$ cat src/rtl/npc_pkg.sv
// npc_pkg: shared types for the npc memory arbiter.
// FSM state encoding and master identifiers.
package npc_pkg;

  localparam int P_ADDR_W = 32;
  localparam int P_DATA_W = 32;

  typedef enum logic [1:0] {
    ST_IDLE  = 2'd0,
    ST_ISSUE = 2'd1,
    ST_WAIT  = 2'd2
  } state_t;

  localparam logic MID_IFU = 1'b0;
  localparam logic MID_LSU = 1'b1;

endpackage

$ cat src/rtl/mem_arbiter_if.sv
// mem_arbiter_if: IFU/LSU request-response and MEMU bus bundle.
// slave = arbiter view, master = view of the masters and memory.
interface mem_arbiter_if #(
  parameter int ADDR_W = 32,
  parameter int DATA_W = 32
);
  localparam int MASK_W = DATA_W / 8;

  logic              if_valid;
  logic [ADDR_W-1:0] if_addr;
  logic              if_ready;
  logic              if_rsp_valid;

  logic              ls_valid;
  logic [ADDR_W-1:0] ls_addr;
  logic              ls_wen;
  logic [DATA_W-1:0] ls_wdata;
  logic [MASK_W-1:0] ls_wmask;
  logic              ls_ready;
  logic              ls_rsp_valid;

  logic [DATA_W-1:0] rsp_rdata;

  logic              mem_req_valid;
  logic              mem_req_ready;
  logic [ADDR_W-1:0] mem_addr;
  logic              mem_wen;
  logic [DATA_W-1:0] mem_wdata;
  logic [MASK_W-1:0] mem_wmask;
  logic              mem_rsp_valid;
  logic [DATA_W-1:0] mem_rdata;

  modport slave (
    input  if_valid, if_addr,
    input  ls_valid, ls_addr, ls_wen,
    input  ls_wdata, ls_wmask,
    input  mem_req_ready,
    input  mem_rsp_valid, mem_rdata,
    output if_ready, if_rsp_valid,
    output ls_ready, ls_rsp_valid,
    output rsp_rdata,
    output mem_req_valid, mem_addr,
    output mem_wen, mem_wdata, mem_wmask
  );

  modport master (
    output if_valid, if_addr,
    output ls_valid, ls_addr, ls_wen,
    output ls_wdata, ls_wmask,
    output mem_req_ready,
    output mem_rsp_valid, mem_rdata,
    input  if_ready, if_rsp_valid,
    input  ls_ready, ls_rsp_valid,
    input  rsp_rdata,
    input  mem_req_valid, mem_addr,
    input  mem_wen, mem_wdata, mem_wmask
  );

endinterface

$ cat src/rtl/arb_pick.sv
// arb_pick: combinational IFU/LSU winner select.
// ARB_RR_EN selects round-robin; default is fixed LSU > IFU.
module arb_pick
  import npc_pkg::*;
(
  input  logic ifv,
  input  logic lsv,
  input  logic last,
  output logic gnt_valid,
  output logic gnt_id
);

  assign gnt_valid = ifv | lsv;

`ifdef ARB_RR_EN
  // a tie goes to whichever master was not served last
  always_comb begin
    gnt_id = MID_IFU;
    unique case ({ifv, lsv})
      2'b11:   gnt_id = ~last;
      2'b01:   gnt_id = MID_LSU;
      default: gnt_id = MID_IFU;
    endcase
  end
`else
  logic w_unused;
  assign w_unused = last;
  assign gnt_id   = lsv ? MID_LSU : MID_IFU;
`endif

endmodule

$ cat src/rtl/mem_arbiter.sv
// mem_arbiter: shares MEMU between IFU and LSU, one transaction at a time.
// Define ARB_RR_EN for round-robin; default is fixed LSU > IFU priority.
module mem_arbiter
  import npc_pkg::*;
#(
  parameter int ADDR_W = P_ADDR_W,
  parameter int DATA_W = P_DATA_W
) (
  input  logic         clk,
  input  logic         rst_n,
  mem_arbiter_if.slave bus,
  output logic         busy,
  output logic         grant_id
);

  localparam int MASK_W = DATA_W / 8;

  state_t            r_state;
  state_t            w_next;
  logic              r_gid;
  logic [ADDR_W-1:0] r_addr;
  logic              r_wen;
  logic [DATA_W-1:0] r_wdata;
  logic [MASK_W-1:0] r_wmask;

  logic w_last;
  logic w_gnt_valid;
  logic w_gnt_id;
  logic w_take;

`ifdef ARB_RR_EN
  logic r_last;

  always_ff @(posedge clk) begin
    if (!rst_n)
      r_last <= MID_IFU;
    else if (w_take)
      r_last <= w_gnt_id;
  end

  assign w_last = r_last;
`else
  assign w_last = MID_IFU;
`endif

  arb_pick u_pick (
    .ifv       (bus.if_valid),
    .lsv       (bus.ls_valid),
    .last      (w_last),
    .gnt_valid (w_gnt_valid),
    .gnt_id    (w_gnt_id)
  );

  assign w_take = (r_state == ST_IDLE)
                & w_gnt_valid;

  always_ff @(posedge clk) begin
    if (!rst_n)
      r_state <= ST_IDLE;
    else
      r_state <= w_next;
  end

  // request fields stay frozen from grant until the next grant
  always_ff @(posedge clk) begin
    if (!rst_n) begin
      r_gid   <= MID_IFU;
      r_addr  <= '0;
      r_wen   <= 1'b0;
      r_wdata <= '0;
      r_wmask <= '0;
    end else if (w_take) begin
      r_gid <= w_gnt_id;
      if (w_gnt_id == MID_LSU) begin
        r_addr  <= bus.ls_addr;
        r_wen   <= bus.ls_wen;
        r_wdata <= bus.ls_wdata;
        r_wmask <= bus.ls_wmask;
      end else begin
        r_addr  <= bus.if_addr;
        r_wen   <= 1'b0;
        r_wdata <= '0;
        r_wmask <= '0;
      end
    end
  end

  always_comb begin
    w_next = r_state;
    unique case (r_state)
      ST_IDLE:
        if (w_gnt_valid) w_next = ST_ISSUE;
      ST_ISSUE:
        if (bus.mem_req_ready) w_next = ST_WAIT;
      ST_WAIT:
        if (bus.mem_rsp_valid) w_next = ST_IDLE;
      default:
        w_next = ST_IDLE;
    endcase
  end

  always_comb begin
    bus.if_ready      = 1'b0;
    bus.ls_ready      = 1'b0;
    bus.if_rsp_valid  = 1'b0;
    bus.ls_rsp_valid  = 1'b0;
    bus.rsp_rdata     = '0;
    bus.mem_req_valid = 1'b0;
    unique case (r_state)
      ST_IDLE: begin
        bus.if_ready = w_gnt_valid
                     & (w_gnt_id == MID_IFU);
        bus.ls_ready = w_gnt_valid
                     & (w_gnt_id == MID_LSU);
      end
      ST_ISSUE:
        bus.mem_req_valid = 1'b1;
      ST_WAIT:
        if (bus.mem_rsp_valid) begin
          bus.if_rsp_valid = (r_gid == MID_IFU);
          bus.ls_rsp_valid = (r_gid == MID_LSU);
          bus.rsp_rdata    = bus.mem_rdata;
        end
      default: ;
    endcase
  end

  assign bus.mem_addr  = r_addr;
  assign bus.mem_wen   = r_wen;
  assign bus.mem_wdata = r_wdata;
  assign bus.mem_wmask = r_wmask;

  assign busy     = (r_state != ST_IDLE);
  assign grant_id = r_gid;

endmodule
$ cat src/flat_wrapper.sv
// flat-port wrapper written by rule: the top's interface ports become plain ports
module mem_arbiter_flat import npc_pkg::*;
#(
  parameter int ADDR_W = P_ADDR_W,
  parameter int DATA_W = P_DATA_W
)
  (clk, rst_n, busy, grant_id, bus_if_valid, bus_if_addr, bus_ls_valid, bus_ls_addr, bus_ls_wen, bus_ls_wdata, bus_ls_wmask, bus_mem_req_ready, bus_mem_rsp_valid, bus_mem_rdata, bus_if_ready, bus_if_rsp_valid, bus_ls_ready, bus_ls_rsp_valid, bus_rsp_rdata, bus_mem_req_valid, bus_mem_addr, bus_mem_wen, bus_mem_wdata, bus_mem_wmask);
  mem_arbiter_if #(.ADDR_W(ADDR_W), .DATA_W(DATA_W)) bus_i ();
  input  logic clk;
  input  logic rst_n;
  output logic busy;
  output logic grant_id;
  input wire logic [$bits(bus_i.if_valid)-1:0] bus_if_valid;
  input wire logic [$bits(bus_i.if_addr)-1:0] bus_if_addr;
  input wire logic [$bits(bus_i.ls_valid)-1:0] bus_ls_valid;
  input wire logic [$bits(bus_i.ls_addr)-1:0] bus_ls_addr;
  input wire logic [$bits(bus_i.ls_wen)-1:0] bus_ls_wen;
  input wire logic [$bits(bus_i.ls_wdata)-1:0] bus_ls_wdata;
  input wire logic [$bits(bus_i.ls_wmask)-1:0] bus_ls_wmask;
  input wire logic [$bits(bus_i.mem_req_ready)-1:0] bus_mem_req_ready;
  input wire logic [$bits(bus_i.mem_rsp_valid)-1:0] bus_mem_rsp_valid;
  input wire logic [$bits(bus_i.mem_rdata)-1:0] bus_mem_rdata;
  output wire logic [$bits(bus_i.if_ready)-1:0] bus_if_ready;
  output wire logic [$bits(bus_i.if_rsp_valid)-1:0] bus_if_rsp_valid;
  output wire logic [$bits(bus_i.ls_ready)-1:0] bus_ls_ready;
  output wire logic [$bits(bus_i.ls_rsp_valid)-1:0] bus_ls_rsp_valid;
  output wire logic [$bits(bus_i.rsp_rdata)-1:0] bus_rsp_rdata;
  output wire logic [$bits(bus_i.mem_req_valid)-1:0] bus_mem_req_valid;
  output wire logic [$bits(bus_i.mem_addr)-1:0] bus_mem_addr;
  output wire logic [$bits(bus_i.mem_wen)-1:0] bus_mem_wen;
  output wire logic [$bits(bus_i.mem_wdata)-1:0] bus_mem_wdata;
  output wire logic [$bits(bus_i.mem_wmask)-1:0] bus_mem_wmask;
  assign bus_i.if_valid = bus_if_valid;
  assign bus_i.if_addr = bus_if_addr;
  assign bus_i.ls_valid = bus_ls_valid;
  assign bus_i.ls_addr = bus_ls_addr;
  assign bus_i.ls_wen = bus_ls_wen;
  assign bus_i.ls_wdata = bus_ls_wdata;
  assign bus_i.ls_wmask = bus_ls_wmask;
  assign bus_i.mem_req_ready = bus_mem_req_ready;
  assign bus_i.mem_rsp_valid = bus_mem_rsp_valid;
  assign bus_i.mem_rdata = bus_mem_rdata;
  assign bus_if_ready = bus_i.if_ready;
  assign bus_if_rsp_valid = bus_i.if_rsp_valid;
  assign bus_ls_ready = bus_i.ls_ready;
  assign bus_ls_rsp_valid = bus_i.ls_rsp_valid;
  assign bus_rsp_rdata = bus_i.rsp_rdata;
  assign bus_mem_req_valid = bus_i.mem_req_valid;
  assign bus_mem_addr = bus_i.mem_addr;
  assign bus_mem_wen = bus_i.mem_wen;
  assign bus_mem_wdata = bus_i.mem_wdata;
  assign bus_mem_wmask = bus_i.mem_wmask;
  mem_arbiter #(.ADDR_W(ADDR_W), .DATA_W(DATA_W)) u_core (.clk(clk), .rst_n(rst_n), .bus(bus_i), .busy(busy), .grant_id(grant_id));
endmodule
$ cat config.mk
export PLATFORM = sky130hd
export DESIGN_NAME = mem_arbiter_flat
export DESIGN_NICKNAME = d
export VERILOG_FILES = /design/src/rtl/npc_pkg.sv /design/src/rtl/mem_arbiter_if.sv /design/src/rtl/arb_pick.sv /design/src/rtl/mem_arbiter.sv /design/src/flat_wrapper.sv
export SDC_FILE = /design/constraint.sdc
export NUM_CORES = 1
export LEC_CHECK = 0
export ABC_AREA = 1
export BUFFER_PORTS_ARGS = -buffer_cell sky130_fd_sc_hd__buf_2
export CORE_AREA = 2 2 96 98
export CTS_CLUSTER_SIZE = 30
export DETAILED_ROUTE_END_ITERATION = 8
export DIE_AREA = 0 0 98 100
export PLACE_DENSITY = 0.75
export SETUP_SLACK_MARGIN = 0.4
export SYNTH_ARGS = -nofsm -noshare
export SYNTH_HDL_FRONTEND = slang
export SYNTH_SLANG_ARGS = --single-unit
$ cat constraint.sdc
create_clock -name clk -period 1.2 [get_ports clk]
set_input_delay 0.06 -clock clk [delete_from_list [all_inputs] [get_ports clk]]
set_output_delay 0.06 -clock clk [all_outputs]
set_load 0.05 [all_outputs]
# Yosys cells after proc, flatten, opt, wreduce, memory -nomap -nowiden
# Cells that the tools add are included.
[op_classes]
reduce_logical = 3
div = 0
n_mul = 0
shift = 0
eq_ne = 5
addsub = 0
bitwise = 6
order_cmp = 0
n_mux = 18
[op_table]
columns = ["operator", "count"]
rows = [
  ["32-bit 2-to-1 mux", 4],
  ["1-bit 2-to-1 mux", 9],
  ["2-bit 2-to-1 mux", 3],
  ["2-bit case mux with 3 select lines", 1],
  ["4-bit 2-to-1 mux", 1],
  ["2-bit != test, second input constant", 2],
  ["1-bit AND", 3],
  ["3-bit AND reduction", 1],
  ["2-bit by 1-bit == test with 1-bit output, second input constant", 1],
  ["2-bit == test, second input constant", 1],
  ["2-bit zero test", 1],
  ["2-bit by 1-bit != test with 1-bit output, second input constant", 1],
  ["1-bit inverter", 2],
  ["2-bit nonzero test", 1],
  ["1-bit bitwise OR", 1],
]
[totals]
register_bits = 72
word_cells = 38
ramBits = 0
n_memories = 0
latchBits = 0
romBits = 0

# Logic depth before layout (Yosys ltp)
[logic_depth]
word_depth = 4
mapped_depth = 7

# By module
# Synthesis repeated with hierarchy kept, for this count alone.
[unflattened]
cells_unflattened = 507
hier_area_um2 = 3295.7
[modules_own_cells]
columns = ["mod", "area_per_inst_um2", "cells_per_inst", "instances"]
rows = [
  ["mem_arbiter", 3276.9, 503, 1],
  ["arb_pick", 18.8, 4, 1],
]

# Worst setup path after synthesis
# OpenSTA, ideal clock, no wires.
[synth_timing]
path_kind = "reg2out"
from = "reg u_core.r_gid, in the netlist u_core.grant_id"
to = "out bus_if_rsp_valid"
required_time_ns = 1.140
stages_incl_launch_ff = 2
t_arrival_ns = 1.715
n_path_buf = 0
slack_ns = -0.575
cell_sequence = "dfxtp_1 > nor3b_1"
[synth_via]
elab_chain_len = 3
[synth_lines]
columns = ["item", "line_no", "source"]
rows = [
  ["start, declared", "mem_arbiter.sv:20", "logic r_gid;"],
  ["start signal, assigned", "mem_arbiter.sv:73", "r_gid <= w_gnt_id;"],
  ["1-bit inverter", "mem_arbiter.sv:120", "bus.if_rsp_valid = (r_gid == MID_IFU);"],
  ["1-bit 2-to-1 mux", "mem_arbiter.sv:119", "if (bus.mem_rsp_valid) begin"],
  ["1-bit 2-to-1 mux", "mem_arbiter.sv:109", "unique case (r_state)"],
  ["end, declared", "flat_wrapper.sv:24", "output wire logic [$bits(bus_i.if_rsp_valid)-1:0] bus_if_rsp_valid;"],
]
# Every way passes these cells.

# Final worst setup path
[layout_timing]
from = "reg u_core.r_state[0]"
to = "reg u_core.r_wdata[18], in the netlist u_core.bus.mem_wdata[18]"
[layout_via]
elab_chain_len = 2
[layout_lines]
columns = ["item", "line_no", "source"]
rows = [
  ["start, declared", "mem_arbiter.sv:18", "state_t r_state;"],
  ["start signal, assigned", "mem_arbiter.sv:61", "r_state <= w_next;"],
  ["2-bit zero test", "mem_arbiter.sv:54", "assign w_take = (r_state == ST_IDLE)"],
  ["1-bit AND", "mem_arbiter.sv:55", "& w_gnt_valid;"],
  ["end signal, assigned", "mem_arbiter.sv:77", "r_wdata <= bus.ls_wdata;"],
  ["end, declared", "mem_arbiter.sv:23", "logic [DATA_W-1:0] r_wdata;"],
]
# Every way passes these cells.
# A chain may end at the register's enable or synchronous reset.

==> results_dict.tcl <==
set metrics [dict create \
    run_status "finished, violations left" \
    violations "negative setup slack" \
    dp_cells 837 \
    clk_latency_ns 0.34 \
    grt_pass1_wl_mm 22.63 \
    synth-compound-area-share_pct 11.80 \
    fill_cells 332 \
    drt_iter0_drc 359 \
    synth_area_leaders "dfxtp_1 (45%), nand2_1 (24%), nor2_1 (12%)" \
    cts.sinks 72 \
    floorplan.initialDensity_pct 36.03 \
    yosysTopAreaCell "dfxtp_1" \
    chipWidth_um 98 \
    critPathArrivalTime_ns 1.79 \
    critPathMaxStageDelay_ns 0.37 \
    syn_to_final_growth_pct 153.3 \
    drc 0 \
    finalHoldViolCount 0 \
    clockRootBuffer "clkbuf_8" \
    crit_start "u_core.r_state[0]" \
    top_layer_used "met4" \
    core_region_area_um2 8890 \
    wl_met3_mm 2.149 \
    slew_viol_final 0 \
    rsz0062_at_grt "yes" \
    yosys_register_bits 72 \
    grt_antenna_before_repair 3 \
    tightest_slew_ns 0.4740 \
    power_density_nw_per_um2 1135 \
    cts_tree "built" \
    max_freq_mhz 658.8 \
    synthAdderAreaFrac_pct 0 \
    fin_nets 977 \
    die_area_um2 9800 \
    cp.required_ns 1.47 \
    slowest_stage "dfxtp_4" \
    numCtsBuffers 9 \
    synth.top_cell.area_share_pct 45.00 \
    min_period_ns 1.518 \
    num_io_pins 247 \
    portBuffers 246 \
    synth.distinct_cells 15 \
    r2r-start "u_core.r_state[0]" \
    layout-drive-gt1-share_pct 69.04 \
    vias 5334 \
    die_h_um 100 \
    cp_num_cells 7 \
    setup_slack_ns -0.3180 \
    reg2reg_to "u_core.bus.mem_wdata[18]" \
    dr_wl_met2_mm 10.73 \
    synth_top_family_by_area "simple AND/OR/NAND/NOR gates" \
    placed_area_um2 4921 \
    yosys.area_share.simple_pct 37.27 \
    final_cells 957 \
    synthCells 499 \
    utilization_pct 91.26 \
    yosys_warnings 0 \
    setup-violations-final 108 \
    relSlewSlack_pct 68.28 \
    avgSynthCellArea_um2 6.419 \
    wire_per_inst_um 22.53 \
    critical_path.top_delay_family "simple AND/OR/NAND/NOR gates" \
    gp_congestion 0.8677 \
    hold_path.class "in -> reg" \
    fin_skew_ns 0.01232 \
    critPathLaunchType "flip-flop" \
    rows 35 \
    clockBufferDepth 2 \
    finalCritPeriodShare_pct 126.5 \
    grt_pass1_vias 4609 \
    syn_nets 638 \
    critPathBufInv 3 \
    drt-total-wl_mm 21.56 \
    fin_area_um2 8113 \
    firstDrtPassIters 6 \
    grt_start_max_net_pins 41 \
    wl_met1_mm 6.587 \
    grtUsageTotal_pct 28.62 \
    regToRegSetupSlack_ns -0.32 \
    crit_fanout 5 \
    setup.worst_path.class "reg -> reg" \
    leakage_nw 3.777 \
    worst_r2r_path_depth 7 \
    cap_violations 0 \
    grt-ovfl-total 0 \
    worstSetupEndpointType "flip-flop" \
    crit_chain "nor2_4, inv_6, nor2_4, buf_6, buf_12, nand2_1, a21oi_2" \
    synthMuxAreaShare_pct 0 \
    h-tree-depth 3 \
    viasPerCell 5.574 \
    ir_drop_mv 0.8048 \
    crit_path_end "u_core.bus.mem_wdata[18]" \
    synth.yosys.seq_area_share_pct 45.00 \
    place_worst_setup_slack_ns -0.01755 \
    clk_pin_slew_worst_paths_ns 0.09 \
    antenna_left 0 \
    place.detailed.hpwl_mm 7.735 \
    synth_area_um2 3203 \
    cpMostUsedCell "nor2_4" \
    yosys.area_share.xor_xnor_pct 0 \
]
how the worst min path moves through the flow:
| stage | startpoint | to | depth (start not counted) |
|---|---|---|---|
| 3_5_place_dp | bus_ls_wdata[28] | u_core.bus.mem_wdata[28] | 3 |
| 4_1_cts | rst_n | u_core.bus.mem_addr[5] | 3 |
| 3_3_place_gp | bus_ls_wdata[6] | u_core.bus.mem_wdata[6] | 3 |
| 2_1_floorplan | rst_n | u_core.bus.mem_addr[0] | 2 |
| 6_report | bus_if_addr[20] | u_core.bus.mem_addr[20] | 5 |
| 5_1_grt | rst_n | u_core.bus.mem_addr[4] | 3 |
layout make-up:
cell class,instances,area [µm²],share of cell area (%)
clock inverters,5,61.31,0.7557
clock buffers,11,162.7,2.005
diodes,3,7.507,0.09254
well taps,111,138.9,1.712
multi-input cells,387,2419,29.81
repair buffers,362,3677,45.33
inverters,6,32.53,0.4010
flip-flops and latches,72,1614,19.90
metrics by stage:
stage | hold WS [ns] | TNS [ns] | total power [W]
2_1_floorplan | 0.1985 | 0 | 0.004409
3_5_place_dp | 0.3128 | -0.04902 | 0.005024
5_1_grt | 0.07766 | -25.14 | 0.009394
4_1_cts | 0.03461 | -15.93 | 0.008136
6_report | 0.05286 | -20.58 | 0.009208
3_3_place_gp | 0.3072 | 0 | 0.004986
flip-flops by register name, summed over array words and instances (netlist names):
name and flops:
u_core.bus.mem_wmask 4, u_core.r_state 2, u_core.grant_id 1, u_core.bus.mem_addr 32
u_core.bus.mem_wen 1, u_core.bus.mem_wdata 32
routing by layer:
metal / vias to the layer above / GRT usage [%]
li1: 2244 / -
met1: 2411 / 30.00
met2: 495 / 54.06
met3: 184 / 7.242
met4: 0 / 12.39
met5: - / 0
cells in the mapped netlist (all sizes together):
| library cell | n |
|---|---|
| o21ai | 33 |
| nor2 | 105 |
| a31oi | 1 |
| dfxtp | 72 |
| nor3b | 1 |
| nand2 | 207 |
| inv | 6 |
| buf | 16 |
| clkbuf | 19 |
| a21oi | 39 |
worst reg2reg max path, cell delays in order (launching register included):
cell	delay (ns)
dfxtp_4	0.37
nor2_4	0.18
inv_6	0.06
nor2_4	0.22
buf_6	0.18
buf_12	0.13
nand2_1	0.14
a21oi_2	0.17
timing repair:
item | 4_1_cts | 5_1_grt
setup buffers | 12 | 32
resized for setup | 341 | 249
endpoints found under the hold margin | 39 | 0
setup endpoints to repair | 180 | 180
cloned | 11 | 8
pin swaps | 20 | 43
hold buffers | 38 | 0
report_power, final:
group	switching (W)	total [W]	internal, W
logic	0.00229	0.00410	0.00181
registers	0.000261	0.00288	0.00262
clock network	0.00106	0.00222	0.00116
cell families (layout without fill, tap and decap cells):
| group | Yosys count | in the layout |
|---|---|---|
| DFF | 72 | 72 |
| other | 0 | 3 |
| AOI/OAI and AO/OA | 73 | 74 |
| and+or+nand+nor | 313 | 313 |
| buffers and inverters | 41 | 384 |
cell usage in the layout, fill, tap and decap left out, drive strengths merged:
cell and count:
a21oi 39, a31oi 1, buf 317, bufinv 1
clkbuf 18, clkinv 3, dfxtp 72, diode 3
dlygate4sd3 38, inv 7, nand2 207, nor2 105
nor3b 1, o21ai 34
No activity file was read; power rests on OpenSTA's default activity.
